<file path="config.mk">
export PLATFORM = sky130hd
export DESIGN_NAME = inst_queue
export DESIGN_NICKNAME = d
export VERILOG_FILES = /design/src/rtl/inst_queue.sv
export SDC_FILE = /design/constraint.sdc
export NUM_CORES = 1
export LEC_CHECK = 0
export CAP_MARGIN = 15
export CORE_ASPECT_RATIO = 1.4
export CORE_UTILIZATION = 51
export CTS_BUF_LIST = sky130_fd_sc_hd__clkbuf_8
export CTS_CLUSTER_DIAMETER = 150
export DETAILED_ROUTE_END_ITERATION = 6
export HOLD_SLACK_MARGIN = 0.02
export PLACE_DENSITY = 0.8
export SLEW_MARGIN = 20
export SYNTH_ARGS = -nofsm -noshare
export SYNTH_HDL_FRONTEND = slang
export SYNTH_SLANG_ARGS = --single-unit
export TNS_END_PERCENT = 10
</file>
<file path="constraint.sdc">
create_clock -name clk -period 6.5 [get_ports clk]
set_input_delay 1.3 -clock clk [delete_from_list [all_inputs] [get_ports clk]]
set_output_delay 1.3 -clock clk [all_outputs]
set_load 0.01 [all_outputs]
</file>
<file path="src/rtl/inst_queue.sv">
// inst_queue: fetch/decode decoupling queue replacing the IF/ID register.
// Circular buffer of DEPTH entries {pc, pcp4, inst, excp} with valid/ready
// handshakes on both sides, branch delay-slot tracking across pops, flush
// and delay-slot nullification (clrslot).
// Optional feature macro: INST_QUEUE_PASSRDY_EN lets a full queue accept a
// push in the same cycle that the head pops (adds an id_ready->if_ready path).
module inst_queue #(
    parameter int DEPTH = 4,
    parameter int AW    = 32,
    parameter int DW    = 32,
    parameter int EW    = 8
) (
    input  logic                     clk,
    input  logic                     rst,
    input  logic                     flush,
    input  logic                     clrslot,
    input  logic                     if_valid,
    output logic                     if_ready,
    input  logic [AW-1:0]            if_pc,
    input  logic [AW-1:0]            if_pcp4,
    input  logic [DW-1:0]            if_inst,
    input  logic [EW-1:0]            if_excp,
    input  logic                     id_ready,
    input  logic                     id_isbranch,
    output logic                     id_valid,
    output logic                     id_null,
    output logic [AW-1:0]            id_pc,
    output logic [AW-1:0]            id_pcp4,
    output logic [DW-1:0]            id_inst,
    output logic [EW-1:0]            id_excp,
    output logic                     id_inslot,
    output logic [$clog2(DEPTH):0]   occupancy
);

    localparam int PW = $clog2(DEPTH);
    localparam logic [PW:0] FULL_CNT = (PW+1)'(DEPTH);
    localparam logic [PW:0] PTR_ONE  = (PW+1)'(1);

    typedef struct packed {
        logic [EW-1:0] excp;
        logic [DW-1:0] inst;
        logic [AW-1:0] pcp4;
        logic [AW-1:0] pc;
    } entry_t;

    // Pointers carry one extra wrap bit so full and empty are distinguishable.
    logic [PW:0]   wr_ptr;
    logic [PW:0]   rd_ptr;
    logic [PW-1:0] wr_idx;
    logic [PW-1:0] rd_idx;
    logic          full;
    logic          empty;
    logic          push;
    logic          pop;
    logic          drop;
    logic          rd_adv;
    logic          slot_flag;
    entry_t        head;
    entry_t        mem [DEPTH];

    assign wr_idx    = wr_ptr[PW-1:0];
    assign rd_idx    = rd_ptr[PW-1:0];
    assign occupancy = wr_ptr - rd_ptr;
    assign full      = (occupancy == FULL_CNT);
    assign empty     = (occupancy == '0);

    assign id_valid  = !empty;
    assign id_null   = empty;
    assign id_inslot = slot_flag & id_valid;

    // flush overrides every other action in the cycle.
    assign pop    = id_valid & id_ready & !flush;
    // A nullified delay slot leaves the queue regardless of id_ready.
    assign drop   = clrslot & id_inslot & !flush;
    assign rd_adv = pop | drop;

`ifdef INST_QUEUE_PASSRDY_EN
    assign if_ready = !full | pop;
`else
    assign if_ready = !full;
`endif

    assign push = if_valid & if_ready & !flush;

    // Pointer update: flush empties the queue by catching rd_ptr up to wr_ptr.
    always_ff @(posedge clk or posedge rst) begin
        if (rst) begin
            wr_ptr <= '0;
            rd_ptr <= '0;
        end else if (flush) begin
            rd_ptr <= wr_ptr;
        end else begin
            if (push) begin
                wr_ptr <= wr_ptr + PTR_ONE;
            end
            if (rd_adv) begin
                rd_ptr <= rd_ptr + PTR_ONE;
            end
        end
    end

    // Delay-slot flag: the entry after a consumed branch sits in its slot.
    always_ff @(posedge clk or posedge rst) begin
        if (rst) begin
            slot_flag <= 1'b0;
        end else if (flush || drop) begin
            slot_flag <= 1'b0;
        end else if (pop) begin
            slot_flag <= id_isbranch;
        end
    end

    // Entry storage is data only; validity comes from the pointers.
    always_ff @(posedge clk) begin
        if (push) begin
            mem[wr_idx] <= '{excp: if_excp, inst: if_inst, pcp4: if_pcp4, pc: if_pc};
        end
    end

    // Head read-out, forced to zero when the queue holds nothing.
    always_comb begin
        head = '0;
        if (!empty) begin
            head = mem[rd_idx];
        end
        id_pc   = head.pc;
        id_pcp4 = head.pcp4;
        id_inst = head.inst;
        id_excp = head.excp;
    end

endmodule

</file>
Word-level counts from Yosys, hierarchy flattened. Memory sizes are Yosys's and may differ from the RTL's. Cells that the tools add are included.

Add/subtract/negate cells: 3. Equal/unequal tests: 1. Mux-type cells: 7. Bitwise gates (word level): 9. Reductions and logical operators: 8.

Operators by type and width (number): $mux W104 (1); $and A1 B1 Y1 (7); $add A3 B1 Y3 const B (2); $mux W3 (2); $mux W1 (4); $reduce_bool A2 Y1 (2); $eq A3 B3 Y1 const B (1); $logic_not A1 Y1 (3); $logic_not A3 Y1 (1); $sub A3 B3 Y3 (1); $reduce_and A2 Y1 (1); $logic_or A1 B1 Y1 (1); $not A1 Y1 (1); $or A1 B1 Y1 (1).

Bits in registers: 7. Bits in writable memories: 416. Input port bits: 111. Output and inout port bits: 111. Logic and storage cells: 32. Memories: 1.

Memory list: mem (depth 4, bits a word 104, rd ports 1, clocked after Yosys merged registers in 0, write ports 1, line 59) `entry_t mem [DEPTH];`.

Depth between registers and ports, before layout.
Depth after elaboration: 9. Gate-level depth with buffers: 10. Gate-level depth less buffers: 8.

Worst setup path after synthesis. Ideal clock, no wire load.

Path kind: input -> register. Start point: input port flush. End point: memory mem[3][0] in the netlist's numbering, enable pin. Setup time: 0.601 ns. Arrival: 6.749 ns. Data required time: 5.899 ns. Slack: -0.850 ns. Stages on the path: 4. Buffers on the path: 1. Path through: clkbuf_1 -> inv_1 -> nand3_1 -> a21oi_1.

Longest elaborated chain between the ends: 4.

RTL lines: start: declaration (line 15) `input logic flush,`; $logic_not A1 Y1 (line 83) `assign push = if_valid & if_ready & !flush;`; $and A1 B1 Y1 (line 83); $mux W1 (line 115) `if (push) begin`; $mux W1 (not written as such) (line 116) `mem[wr_idx] <= '{excp: if_excp, inst: if_inst, pcp4: if_pcp4, pc: if_pc};`; end: declaration (line 59).

Every way passes these cells.

Worst setup path in the final report.
Start point: register rd_ptr[0]. End point: output port id_pc[10].

Longest elaborated chain between the ends: 3. Elaborated cells between the ends (all ways): 4. Those cells by class: add/sub: 1; mux: 1; reduce/logical: 1; memory: 1.

RTL lines: start: declaration (line 48) `logic [PW:0] rd_ptr;`; start signal: assignment (line 91) `rd_ptr <= wr_ptr;`; start signal: assignment (line 97) `rd_ptr <= rd_ptr + PTR_ONE;`; $sub A3 B3 Y3 (line 63) `assign occupancy = wr_ptr - rd_ptr;`; $logic_not A3 Y1 (line 65) `assign empty = (occupancy == '0);`; $mux W104 (*) (line 123) `if (!empty) begin`; end: declaration (line 27) `output logic [AW-1:0] id_pc,`.

Every way passes the cells marked *; elsewhere a longest branch is shown, timed or not.

==> reports/results.txt <==
Logic pwr share: 43.9%
fillers: 2105
Die Ht: 214 um
critical path cell sequence: ha_1 > fa_1 > xnor3_2 > inv_4 > nor2_4 > inv_4 > and2_1 > clkdlybuf4s50_1
post-DP HPWL: 18.1 mm
post-cts sizing count: 0
LEAKAGE: 6.56 nW
ANT nets after route: 0
CTS clk-pin slew, worst paths: 70 ps
RSZ-0062 raised after global routing: false
min cycle time layout: 5420 ps
Power Total: 9.70 mW
most used cell, CP: inv_4
Post-Syn Area: 0.0163 sq mm
sequential fraction of design power: 36.5%
placed cell area: 0.0189 sq mm
grt ovf: 0
initial antenna violation count: 3
Worst Max-Slew Pin Slew: 960 ps
Synth Area per Inst: 22.5 sq um
Final Instance Area: 0.0200 sq mm
P_sw: 2.98 mW
area occupied by multi-input gates: 0.00340 sq mm
residual DRC count: 0
Max rail drop VDD: 344 uV
crit path max fanout: 106
Commonest cells post-synth: edfxtp_1 (416), and2_1 (108), mux4_2 (104), buf_2 (14), clkbuf_1 (11)
WP data required: 5200 ps
Final Core Density: 63.6%
clock skew: 25.8 ps
power share of the clock group: 19.7%
Max-Cap Viols: 0
Syn Inst Count: 725
top-count cell post-synth: edfxtp_1
# H-tree levels: 2
P per Cell Area: 484 mW/mm^2
max incr delay on CP: 700 ps
starting DRC count in detailed routing: 447
crit share post-route: 83.4%
post-synthesis register bit count: 423
initial core utilization: 51.8%
Worst EP arrival: 4120 ps
worst hold slack: 610 ps
Sw Share: 30.7%
asr flop ratio synth: 1.65%
I/O pins: 222
Die Area: 0.0327 sq mm
clock sink total: 423
clock buffer depth: 3
Hold Path Class: reg -> reg
Netlist cell types: 37
Nets: 1101
Rows: 77
RD Place Congestion: 0.715
top post-synthesis cells by area: edfxtp_1 (77%), mux4_2 (14%), and2_1 (4.1%)
Crit Path Class: reg -> out
Internal Power: 6.72 mW
CP startpoint kind: flip-flop
register area share after synthesis: 77.7%
first-pass GRT wire length: 47.1 mm
syn nets: 843
Vias/cell: 5.44
Vias: 7779
Die Width: 153 um
status: complete, no violations
share of the synthesized area in the top cell type: 76.6%
crit path max-delay cell type: dfrtp_4
area grow syn2layout: 22.9%
largest net degree at the start of global routing: 107
vias in the first global route: 8389
global-route usage over all layers: 19.3%
setup bufs post-CTS: 0
Peak Freq: 185 MHz
IO buf count: 221
total wire length: 30.6 mm
layout cells sized above 1: 20.0%
CTS tree: done
count of final setup violators: 0
Final Slew Violations: 0
crit end category: output pin
total CTS buffers: 60
Core Area: 0.0315 sq mm
largest area contributor in the netlist: edfxtp_1
Final Hold Fails: 0
Top FF cell, synth: edfxtp_1
number of enable flip-flop cells after synthesis: 416
slew margin rel.: 36.0%
clock root buffer master: clkbuf_8
Sum Neg Setup Slack: 0 ps
sequential cell area: 0.0127 sq mm
Yosys Warn Count: 0
hold_buf cts: 0
Worst-Skew Late Latency: 610 ps
drt first pass iters: 4
wire length per cell: 21.4 um
==> worst max-delay path: cells and delay by family, from the launching register on <==
kind	cells	cell delay, ps
buffers and inverters	3	1270
DFF	1	700
xor gates and xnor gates	1	460
and+or+nand+nor	2	330
adders and majority gates	2	690
==> metrics by stage <==
step | instances | setup slack [ps]
6_report | 1429 | 1080
5_1_grt | 1429 | 742
4_1_cts | 1428 | 906
3_5_place_dp | 1316 | 1580
3_3_place_gp | 1316 | 1650
2_1_floorplan | 725 | 1440
==> area by class of cell <==
cell class | count | area share [%]
clock inverters | 51 | 1.36
repair buffers | 233 | 11.5
multi-input cells | 255 | 17.0
flip-flops and latches | 423 | 63.3
clock buffers | 61 | 4.19
diodes | 1 | 0.0125
well taps | 395 | 2.47
inverters | 10 | 0.212
==> power groups by stage <==
stage / clock [mW] / combinational (mW) / sequential [mW]
final: 1.91 / 4.26 / 3.54
after global routing: 2.07 / 4.59 / 3.57
after CTS: 1.97 / 4.36 / 3.55
after detailed placement: 0 / 4.34 / 3.60
after global placement: 0 / 4.31 / 3.58
after floorplan: 0 / 2.39 / 3.55
==> flip-flops by register name, indices dropped and copies added, names as in the netlist <==
name and cells:
slot_flag 1, mem 416, rd_ptr 3, wr_ptr 3
==> routing by layer <==
layer  up-vias  GRT usage [%]  routed length, um
met4         4           7.31                709
met1      3994           23.5              11700
met5         -              0                 23
met2       246           33.7              16300
li1       3486              -                  -
met3        49           4.45               1870
==> cell usage in the layout, fill, tap and decap left out, types with 2 or more instances in the layout <==
cell type and instances:
ha_1 6, and2_4 3, dfrtp_4 2, inv_1 27
mux4_2 104, buf_4 11, and2_1 105, bufinv_16 2
clkinv_1 15, o21ai_0 2, nor2b_1 2, dfrtp_1 5
nor3b_1 2, nand3_1 5, nor2_1 2, clkdlybuf4s50_1 221
inv_4 2, clkinvlp_4 2, clkinv_2 12, clkbuf_8 61
edfxtp_1 416, mux2_2 2, nand2_1 3
==> final timing paths <==
kind                           start          to  slack (ps)  cells past startpoint
min in group asynchronous        rst   wr_ptr[1]         940                      2
max in group asynchronous        rst   rd_ptr[0]        5280                      2
min                        wr_ptr[1]   wr_ptr[1]         610                      1
max reg2reg                rd_ptr[0]  mem[1][53]        2680                      6
min reg2reg                wr_ptr[1]   wr_ptr[1]         610                      1
max                        rd_ptr[0]   id_pc[10]        1080                      8
==> cell families after synthesis <==
family,count (synthesis),share of synthesized area (%)
AND/OR/NAND/NOR,125,4.72
XOR/XNOR,3,0.253
AO/OA/AOI/OAI,13,0.645
adder cells (fa/ha/maj),7,0.583
buffers and inverters,47,1.56
multiplexers,107,14.6
flip-flops,423,77.7
(Power assumes the default switching activity.)
